==> config.mk <==
export PLATFORM = sky130hd
export DESIGN_NAME = pc_sequencer
export DESIGN_NICKNAME = d
export VERILOG_FILES = /design/src/rtl/pc_pkg.sv /design/src/rtl/pc_sequencer.sv
export SDC_FILE = /design/constraint.sdc
export NUM_CORES = 1
export LEC_CHECK = 0
export BUFFER_PORTS_ARGS = -buffer_cell sky130_fd_sc_hd__buf_2
export CAP_MARGIN = 0
export CORE_UTILIZATION = 40
export DETAILED_ROUTE_END_ITERATION = 8
export PLACE_DENSITY = 0.78
export SYNTH_ARGS = -nofsm -noshare
export SYNTH_HDL_FRONTEND = slang
export SYNTH_SLANG_ARGS = --single-unit
==> constraint.sdc <==
create_clock -name Clk -period 6.87 [get_ports Clk]
set_clock_uncertainty 0.15 [all_clocks]
set_input_delay 0.3435 -clock Clk [delete_from_list [all_inputs] [get_ports Clk]]
set_output_delay 0.3435 -clock Clk [all_outputs]
set_load 0.05 [all_outputs]
==> src/rtl/pc_pkg.sv <==
// Shared definitions for the fetch-stage program counter sequencer.
package pc_pkg;

  // Sequencer state encoding, also visible on the state output.
  typedef enum logic [1:0] {
    PC_BOOT = 2'd0,
    PC_RUN  = 2'd1,
    PC_HALT = 2'd2
  } pc_state_e;

  // Default vectors for a 32-bit address space.
  localparam logic [31:0] PC_RESET_VECTOR_DEF = 32'h0000_0000;
  localparam logic [31:0] PC_EXC_VECTOR_DEF   = 32'h8000_0180;

  // Mask that clears the low log2(instr_bytes) address bits; instr_bytes
  // is a power of two, so (instr_bytes - 1) is exactly the offset field.
  function automatic logic [63:0] align_mask(input int unsigned instr_bytes);
    return ~(64'(instr_bytes) - 64'd1);
  endfunction

endpackage

==> src/rtl/pc_sequencer.sv <==
// Fetch-stage program counter: boot hold, fetch handshake, redirect and
// exception vectoring with EPC capture, and a halt/resume state machine.
//
// Handshake: pc_valid is the valid, fetch_ready the ready. An address is
// consumed when both are high at a rising edge; until then PCResult stays
// stable unless a redirect or exception replaces it (a flush beats a stall).
module pc_sequencer
  import pc_pkg::*;
#(
  parameter int               WIDTH        = 32,
  parameter logic [WIDTH-1:0] RESET_VECTOR = WIDTH'(PC_RESET_VECTOR_DEF),
  parameter logic [WIDTH-1:0] EXC_VECTOR   = WIDTH'(PC_EXC_VECTOR_DEF),
  parameter int               INSTR_BYTES  = 4,
  parameter int               BOOT_CYCLES  = 2
) (
  input  logic             Clk,
  input  logic             Reset,
  input  logic             PCWrite,
  input  logic             fetch_ready,
  input  logic             redirect_valid,
  input  logic [WIDTH-1:0] redirect_target,
  input  logic             exc_valid,
  input  logic [WIDTH-1:0] exc_pc,
  input  logic             halt_req,
  input  logic             resume,
  output logic [WIDTH-1:0] PCResult,
  output logic             pc_valid,
  output logic [WIDTH-1:0] epc,
  output logic [1:0]       state
);

  localparam logic [1:0] ST_BOOT = PC_BOOT;
  localparam logic [1:0] ST_RUN  = PC_RUN;
  localparam logic [1:0] ST_HALT = PC_HALT;

  localparam int               CNT_W      = $clog2(BOOT_CYCLES + 1);
  localparam logic [CNT_W-1:0] BOOT_LAST  = CNT_W'(BOOT_CYCLES - 1);
  localparam logic [WIDTH-1:0] PC_INC     = WIDTH'(INSTR_BYTES);
  localparam logic [WIDTH-1:0] ALIGN_MASK = WIDTH'(align_mask(INSTR_BYTES));

  logic [1:0]       state_q, state_d;
  logic [WIDTH-1:0] pc_q, pc_d;
  logic [WIDTH-1:0] epc_q, epc_d;
  logic [CNT_W-1:0] cnt_q, cnt_d;

  // Next-state and next-PC selection with the per-state priority order.
  always_comb begin
    state_d = state_q;
    pc_d    = pc_q;
    epc_d   = epc_q;
    cnt_d   = cnt_q;
    case (state_q)
      ST_BOOT: begin
        // Control inputs are ignored while the boot counter runs out.
        cnt_d = cnt_q + CNT_W'(1);
        if (cnt_q == BOOT_LAST) begin
          state_d = ST_RUN;
        end
      end
      ST_RUN: begin
        if (exc_valid) begin
          pc_d  = EXC_VECTOR;
          epc_d = exc_pc;
        end else if (redirect_valid) begin
          pc_d = redirect_target & ALIGN_MASK;
        end else if (halt_req) begin
          state_d = ST_HALT;
        end else if (PCWrite && fetch_ready) begin
          pc_d = pc_q + PC_INC;  // wraps modulo 2^WIDTH
        end
      end
      ST_HALT: begin
        // An exception wakes the core; a redirect only retargets it.
        if (exc_valid) begin
          pc_d    = EXC_VECTOR;
          epc_d   = exc_pc;
          state_d = ST_RUN;
        end else if (redirect_valid) begin
          pc_d = redirect_target & ALIGN_MASK;
        end else if (resume) begin
          state_d = ST_RUN;
        end
      end
      default: begin
        // Unused encoding: restart the boot sequence.
        state_d = ST_BOOT;
        cnt_d   = '0;
        pc_d    = RESET_VECTOR;
      end
    endcase
  end

  // State registers with asynchronous active-low reset.
  always_ff @(posedge Clk or negedge Reset) begin
    if (!Reset) begin
      state_q <= ST_BOOT;
      pc_q    <= RESET_VECTOR;
      epc_q   <= '0;
      cnt_q   <= '0;
    end else begin
      state_q <= state_d;
      pc_q    <= pc_d;
      epc_q   <= epc_d;
      cnt_q   <= cnt_d;
    end
  end

  assign PCResult = pc_q;
  assign epc      = epc_q;
  assign state    = state_q;
  assign pc_valid = (state_q == ST_RUN);

endmodule

## Yosys cells after proc, flatten, opt, wreduce, memory -nomap -nowiden

Index checks and enable logic that the tools add are counted.

- Bitwise logic cells: 1
- Muxes and demuxes: 16
- Equal/unequal tests: 12
- Add/subtract/negate cells: 2
- Reductions and logical operators: 6

Operator list:

| kind | count |
|---|---|
| 32-bit two-way mux | 6 |
| 32-bit case mux with 3 select lines | 1 |
| 32-bit by 3-bit adder with 32-bit output (second input constant) | 1 |
| 2-bit two-way mux | 7 |
| 3-bit inequality test (second input constant) | 3 |
| 2-bit inequality test (second input constant) | 4 |
| 2-bit case mux with 3 select lines | 1 |
| 6-bit AND reduction | 1 |
| 2-bit by 1-bit == test with 1-bit output (second input constant) | 2 |
| 4-bit by 3-bit inequality test with 1-bit output (second input constant) | 1 |
| 4-bit inequality test (second input constant) | 1 |
| 2-bit case mux with 2 select lines | 1 |
| 4-bit AND reduction | 1 |
| 2-bit by 1-bit adder with 2-bit output (second input constant) | 1 |
| 2-bit == test (second input constant) | 1 |
| 2-bit zero test | 1 |
| 2-bit AND reduction | 1 |
| 2-bit OR reduction | 1 |
| 1-bit logical AND | 1 |
| 1-bit NOT | 1 |

- Output and inout port bits: 67
- Register bits after elaboration: 68

## Logic depth before layout (Yosys ltp)

Gate-level depths: netlist (run 1).

- Depth after elaboration: 6
- Depth in mapped cells: 9
- Mapped depth without buffers: 7

## Worst setup path before layout (run 1)

Ideal clock, no wire load.

- Path kind: reg-to-reg
- Start: register state_q[0] (netlist: state[0])
- End: register pc_q[9] (netlist: PCResult[9])
- Cell stages (with the launch flop): 8
- Setup slack: 3.848 ns
- Period minus slack after synthesis: 3.022 ns
- Arrival time: 2.802 ns
- Path through: dfrtp_1 > ha_1 > clkbuf_1 > nand3b_1 > nor2_4 > nand3_1 > or4b_2 > nand3_1

- Word-level cells in the longest chain between the ends: 3
- Elaborated cells between the ends (all ways): 9
- Classes of those cells: eq/ne: 5; mux: 1; bitwise: 1; reduce/logical: 2

RTL lines:

| what | RTL line | RTL |
|---|---|---|
| start, declared | pc_sequencer.sv:41 | `logic [1:0] state_q, state_d;` |
| start signal, assigned | pc_sequencer.sv:101 | `state_q <= state_d;` |
| 2-bit by 1-bit == test with 1-bit output (*) | n/a |  |
| net pc_valid | pc_sequencer.sv:27 | `output logic pc_valid,` |
| 4-bit by 3-bit inequality test with 1-bit output (no line) / 4-bit inequality test (equally long branches) | n/a |  |
| 4-bit AND reduction (no line) | n/a |  |
| end signal, assigned | pc_sequencer.sv:102 | `pc_q <= pc_d;` |
| end, declared | pc_sequencer.sv:42 | `logic [WIDTH-1:0] pc_q, pc_d;` |

The timed path passes the listed nets; every way through them passes the cells marked *.
A chain may end at the register's enable or synchronous reset.

## Worst setup path after layout (run 1)

- Start: register state_q[1] (netlist: state[1])
- End: register pc_q[9] (netlist: PCResult[9])

- Word-level cells in the longest chain between the ends: 3
- Elaborated cells between the ends (all ways): 9
- Classes of those cells: eq/ne: 5; mux: 1; bitwise: 1; reduce/logical: 2

RTL lines:

| what | RTL line | RTL |
|---|---|---|
| 2-bit by 1-bit == test with 1-bit output (tied with other cells) | pc_sequencer.sv:52 | `case (state_q)` |
| 4-bit by 3-bit inequality test with 1-bit output (no line) (tied with other cells) | n/a |  |
| 4-bit AND reduction (no line) | n/a |  |

Several ways; a longest one is shown, not always the timed one.

==> impl_metrics.env, run 1 <==
export IMPL_status="completed"
export IMPL_r2r_end="PCResult[9]"
export IMPL_setup_viol=0
export IMPL_vias=3375
export IMPL_cts_sinks=66
export IMPL_synth_top_cell_by_area="dfrtp_1"
export IMPL_r2r_slack_ps=3840
export IMPL_drt_iter0_drc=204
export IMPL_synth_cell_types=52
export IMPL_final_setup_tns_ps=0
export IMPL_relSlewSlack_pct=30.94
export IMPL_tightest_slew_ps=1036
export IMPL_cts_hold_buf=0
export IMPL_die_area_um2=9283
export IMPL_ys_ff_latch=66
export IMPL_yosysWarnings=0
export IMPL_clk_path_buf_depth=2
export IMPL_antenna_found_initial=0
export IMPL_crit_fanout=12
export IMPL_drc=0
export IMPL_core_area_um2=8678
export IMPL_ios=139
export IMPL_hold_viol=0
export IMPL_dieHeight_um=96.35
export IMPL_clock_latency_ps=340
export IMPL_wl_per_cell_um=16.45
export IMPL_via_per_inst=5.653
export IMPL_start_util_pct=41.03
export IMPL_cts_setup_buffers=0
export IMPL_drv_cap=0
export IMPL_cts_tree="yes"
export IMPL_holdWs_ps=30.55
export IMPL_hold_class="input pin to async pin"
export IMPL_synthTopCellsByCount="66 x dfrtp_1, 38 x nand2_1, 35 x o21ai_0, 33 x mux2_2, 16 x nand3_1"
export IMPL_synthTopCellsByArea="dfrtp_1 46%, mux2_2 10%, o21ai_0 4.9%"
export IMPL_async_flop_share_pct=100.0
export IMPL_ir_drop_mv=0.2754
export IMPL_synth_main_ff_cell="dfrtp_1"
export IMPL_grt_start_max_net_pins=67
export IMPL_final_max_slew_viol_count=0
export IMPL_finalCritPeriodShare_pct=44.05
export IMPL_syn_area_um2=3561
export IMPL_place_congestion=0.8248
export IMPL_synth_top_area_share_pct=46.38
export IMPL_worstPathArrival_ps=3140
export IMPL_crit_path_start_kind="register"
export IMPL_grt_pass1_wl_mm=14.86
export IMPL_synth_most_common_cell="dfrtp_1"
export IMPL_numCtsBuffers=9
export IMPL_grt_pass1_vias=3126
export IMPL_wl_mm=9.821
export IMPL_rows=34
export IMPL_synthToLayoutAreaGrowth_pct=25.97
export IMPL_synth_area_per_cell_um2=9.919
export IMPL_r2r_start="state[1]"
export IMPL_overflow=0
export IMPL_drtAntennaViolNets=0
export IMPL_dieWidth_um=96.35
export IMPL_max_freq_ghz=0.3304
export IMPL_firstDrtPassIters=5
export IMPL_drive_gt1_share_pct=40.29
export IMPL_nets=562
export IMPL_clockRootBuffer="clkbuf_8"
export IMPL_power_density_nw_per_um2=504.6
export IMPL_period_minus_slack_ps=3026
export IMPL_post_dp_hpwl_mm=7.057
export IMPL_synth_enable_flop_cells=0
export IMPL_synth_seq_area_share_pct=46.38
export IMPL_netlist_instances=359
export IMPL_rsz0062_at_grt="no"
export IMPL_track_usage_pct=21.19
export IMPL_cts_htree_levels=3
export IMPL_cp_required_ps=6990
export IMPL_io_buffer_count=134
export IMPL_cts_clk_slew_worst_paths_ps=80
export IMPL_leakage_uw=0.002101
export IMPL_antenna_cells=0
export IMPL_cts_resized=0
export IMPL_reg2reg_depth=7
export IMPL_endpoint_kind="register"
export IMPL_path_class="register to register"
[through the flow]
stage	util (%)	std cells	cell area (um^2)	setup WS [ps]	total power (uW)
6_report	51.69	597	4486	3844	2263
5_1_grt	51.69	597	4486	3580	2395
4_1_cts	51.69	597	4486	3888	2275
3_5_place_dp	49.18	581	4268	3891	1909
3_3_place_gp	49.18	581	4268	3970	1875
2_1_floorplan	-	360	3565	3848	1612
[sequential cells by signal (all words and copies together) (netlist names)]
signal and flops:
state 2, cnt_q 2, epc 32, PCResult 30
[layout make-up]
cell class	instances	area, um^2
clock buffer	10	127.6
clock inverter	6	90.09
fill	832	4193
inverter	8	30.03
multi-input combinational	261	1750
sequential	66	1652
tap	108	135.1
timing repair buffer	138	700.7
[cell families after synthesis]
kind of cell / count (synthesis) / synth area share (%)
AO/OA/AOI/OAI: 94 / 16.66
XOR/XNOR: 2 / 0.4920
adder cells (fa/ha/maj): 6 / 2.108
buffers and inverters: 33 / 4.673
flip-flops: 66 / 46.38
multiplexers: 34 / 10.72
other: 1 / 0.1053
AND/OR/NAND/NOR: 123 / 18.87
[worst max-delay path: stages (launching register included)]
cell and delay (ps):
dfrtp_1 420, inv_1 80, ha_1 500, nand3b_1 280, nor2_4 290, nand3_1 410
or4b_2 730, nand3_1 100
[per-layer routing]
metal / vias up / track usage [%] / routed length [um]
met2: 158 / 32.27 / 4785
met1: 1611 / 28.58 / 4158
li1: 1586 / - / -
met3: 20 / 4.423 / 689
met4: 0 / 10.29 / 188
met5: - / 0 / 0
[placed cells by master, fill, tap and decap left out, types with 2 or more instances in the layout]
master       n
a31oi_1     11
a21oi_1     13
a32oi_1      2
nor3_1       5
and4_1       2
bufinv_16    2
o311ai_1     3
o311ai_0     6
and3_2       2
and3_1       4
nand4_1      6
xnor2_1      2
a221o_1      2
buf_4        4
dfrtp_1     66
nor3b_1      5
nor2_1      15
mux2_2      33
o22ai_1      4
o2bb2ai_1    3
nand2_1     38
a22oi_1      7
nand2b_1     2
ha_1         6
buf_2      134
clkbuf_8     9
nor4_1       5
or4_1        3
inv_1        8
o21ai_0     35
nor2b_1      3
nand3_1     16
nand3b_1     2
conb_1       2
and2_1       6
a41oi_1      3
[worst max-delay path by stage]
stage | from | slack [ps] | to | cells past startpoint
6_report | state[1] | 3840 | PCResult[9] | 7
5_1_grt | state[1] | 3580 | PCResult[25] | 7
4_1_cts | state[1] | 3890 | PCResult[21] | 7
3_5_place_dp | state[1] | 3890 | PCResult[16] | 7
3_3_place_gp | state[0] | 3970 | PCResult[9] | 7
2_1_floorplan | state[0] | 3850 | PCResult[9] | 7
[report_power, final]
part           total [uW]  switching, uW  internal, uW
combinational        1230            883           348
sequential            669            128           541
clock                 363            157           206
Note: power is estimated with default switching activity, not from simulation.
==> inputs of run 2 (changes only) <==
--- a/config.mk
+++ b/config.mk
@@ -5,11 +5,12 @@
 export SDC_FILE = /design/constraint.sdc
 export NUM_CORES = 1
 export LEC_CHECK = 0
+export ABC_AREA = 1
 export BUFFER_PORTS_ARGS = -buffer_cell sky130_fd_sc_hd__buf_2
 export CAP_MARGIN = 0
 export CORE_UTILIZATION = 40
 export DETAILED_ROUTE_END_ITERATION = 8
-export PLACE_DENSITY = 0.78
+export PLACE_DENSITY = 0.76
 export SYNTH_ARGS = -nofsm -noshare
 export SYNTH_HDL_FRONTEND = slang
 export SYNTH_SLANG_ARGS = --single-unit
==> constraint.sdc (replaced) <==
create_clock -name Clk -period 3.1 [get_ports Clk]
set_clock_uncertainty 0.15 [all_clocks]
set_input_delay 0.155 -clock Clk [delete_from_list [all_inputs] [get_ports Clk]]
set_output_delay 0.155 -clock Clk [all_outputs]
set_load 0.05 [all_outputs]
==> impl_metrics.env, run 2 <==
export IMPL_wl_met3_um=791
export IMPL_netlist_instances=513
export IMPL_slowest_delay_ps=590
export IMPL_cp_top_family="simple AND/OR/NAND/NOR gates"
export IMPL_synth_top_area_share_pct=41.16
export IMPL_antenna_cells=0
export IMPL_crit_top_cell="nand2_1"
export IMPL_crit_path_start_kind="register"
export IMPL_grt_start_max_net_pins=36
export IMPL_cp_cell_sequence="inv_1 > ha_1 > nand2_1 > nand2_1 > a22o_1 > nand2_1 > o21ai_0"
export IMPL_synthTopCellsByCount="176 x nand2_1, 66 x dfrtp_1, 53 x inv_1, 36 x nand3_1, 33 x nor2_1"
export IMPL_cts_sinks=66
export IMPL_path_buf_inv=1
export IMPL_post_dp_hpwl_mm=8.086
export IMPL_vias=4134
export IMPL_rows=36
export IMPL_tightest_slew_ps=869.1
export IMPL_met1_length_mm=4.827
export IMPL_period_minus_slack_ps=2457
export IMPL_final_max_slew_viol_count=0
export IMPL_ys_ff_latch=66
export IMPL_final_common_cell="nand2_1"
export IMPL_power_uw=5260
export IMPL_synthTopCellsByArea="dfrtp_1 41%, nand2_1 16%, mux2_2 9.0%"
export IMPL_final_setup_tns_ps=0
export IMPL_ios=139
export IMPL_wl_per_cell_um=14.19
export IMPL_max_freq_ghz=0.4070
export IMPL_synth_main_ff_cell="dfrtp_1"
export IMPL_setup_viol=0
export IMPL_synth_most_common_cell="nand2_1"
export IMPL_relSlewSlack_pct=41.92
export IMPL_grt_pass1_vias=4098
export IMPL_synth_cell_types=33
export IMPL_antenna_found_initial=0
export IMPL_path_class="register to register"
export IMPL_rsz0062_at_grt="no"
export IMPL_die_area_um2=10440
export IMPL_wl_met2_mm=6.044
export IMPL_start_util_pct=41.24
export IMPL_cts_resized=0
export IMPL_placed_cells=770
export IMPL_cp_required_ps=3170
export IMPL_hold_viol=0
export IMPL_io_buffer_count=134
export IMPL_firstDrtPassIters=5
export IMPL_synth_enable_flop_cells=0
export IMPL_top_layer_used="met4"
export IMPL_clock_latency_ps=350
export IMPL_status="completed"
export IMPL_nets=780
export IMPL_numCtsBuffers=9
export IMPL_via_per_inst=4.921
export IMPL_synth_area_per_cell_um2=7.822
export IMPL_track_usage_pct=23.76
export IMPL_yosysWarnings=0
export IMPL_hold_class="input pin to register"
export IMPL_ir_drop_mv=0.8199
export IMPL_cts_tree="yes"
export IMPL_regArea_um2=1652
export IMPL_dieWidth_um=102.2
export IMPL_grt_pass1_wl_mm=19.02
export IMPL_drc=0
export IMPL_cts_clk_slew_worst_paths_ps=80
export IMPL_wl_mm=11.92
export IMPL_largest_reg_flops=32
export IMPL_drt_iter0_drc=176
export IMPL_drive_gt1_share_pct=31.54
export IMPL_synth_seq_area_share_pct=41.16
export IMPL_core_area_um2=9729
export IMPL_final_fill_count=866
export IMPL_clockRootBuffer="clkbuf_8"
export IMPL_async_flop_share_pct=100.0
export IMPL_finalCritPeriodShare_pct=79.25
export IMPL_endpoint_kind="register"
export IMPL_r2r_slack_ps=640
export IMPL_synthToLayoutAreaGrowth_pct=39.85
export IMPL_drv_cap=0
export IMPL_overflow=0
export IMPL_multi_input_area_um2=2056
export IMPL_clk_path_buf_depth=2
export IMPL_dieHeight_um=102.2
export IMPL_leakage_uw=0.002843
export IMPL_stdcell_count=840
export IMPL_place_congestion=0.9252
export IMPL_worstPathArrival_ps=2530
export IMPL_cp_slowest_cell="nand2_1"
export IMPL_power_density_nw_per_um2=937.4
export IMPL_drtAntennaViolNets=0
export IMPL_final_cell_mix="176 x nand2_1, 134 x buf_2, 66 x dfrtp_1, 54 x dlygate4sd3_1, 53 x inv_1"
export IMPL_syn_area_um2=4013
export IMPL_crit_fanout=21
export IMPL_synth_top_cell_by_area="dfrtp_1"
export IMPL_cts_htree_levels=3
run 2: what timing repair did:
action	in CTS	in global routing
hold buffers	54	0
setup endpoints to repair	0	0
buffers inserted	0	0
endpoints found under the hold margin	118	0
run 2: worst register-to-register path, stage by stage, from the launching register on:
cell and delay (ps):
dfrtp_1 420, inv_1 80, ha_1 260, nand2_1 260
nand2_1 590, a22o_1 450, nand2_1 50, o21ai_0 80
run 2: path summary, 6_finish.rpt:
path,from,end,cells past startpoint
worst max-delay path,state[0],PCResult[5],7
worst min-delay path,redirect_target[23],PCResult[23],5
worst max register to register,state[0],PCResult[5],7
worst min register to register,epc[20],epc[20],1
max in group asynchronous,Reset,epc[18],3
min in group asynchronous,Reset,PCResult[6],3
run 2: through the flow:
step / cell area, um^2 / setup slack, ps / hold WS, ps / utilization [%]
6_report: 5612 / 643.3 / 9.497 / 57.68
5_1_grt: 5612 / 466.5 / 38.34 / 57.68
4_1_cts: 5612 / 649.4 / 0.1321 / 57.68
3_5_place_dp: 4796 / 660.9 / -197.9 / 49.29
3_3_place_gp: 4796 / 797.3 / -199.1 / 49.29
2_1_floorplan: 4016 / 790.5 / -290.6 / -
run 2: final cells by class:
cell class	instances	area share (%)
multi-input cells	374	36.63
flip-flops and latches	66	29.43
repair buffers	192	22.12
inverters	59	3.946
well taps	133	2.965
clock buffers	10	2.453
clock inverters	6	2.453
run 2: metal layers:
| metal | vias to the layer above | track usage (%) |
|---|---|---|
| met4 | 0 | 9.890 |
| met3 | 23 | 4.856 |
| met2 | 167 | 42.44 |
| li1 | 2014 | - |
| met1 | 1930 | 27.69 |
| met5 | - | 0 |
run 2: cell families (layout without fill, tap and decap cells):
kind of cell | Yosys count | after routing | share of synthesized area (%)
DFF | 66 | 66 | 41.16
other | 1 | 2 | 0.09346
AOI/OAI and AO/OA | 49 | 49 | 7.203
xor gates and xnor gates | 3 | 3 | 0.6549
buffers and inverters | 74 | 267 | 7.702
muxes | 32 | 32 | 8.980
adders and majority gates | 6 | 6 | 1.871
and+or+nand+nor | 282 | 282 | 32.34
run 2: report_power, final:
part	internal (uW)	switching, uW	leakage [uW]	total (uW)
Clock	641	362	0.000137	1000
Combinational	755	2040	0.00186	2790
Sequential	1190	275	0.000841	1460
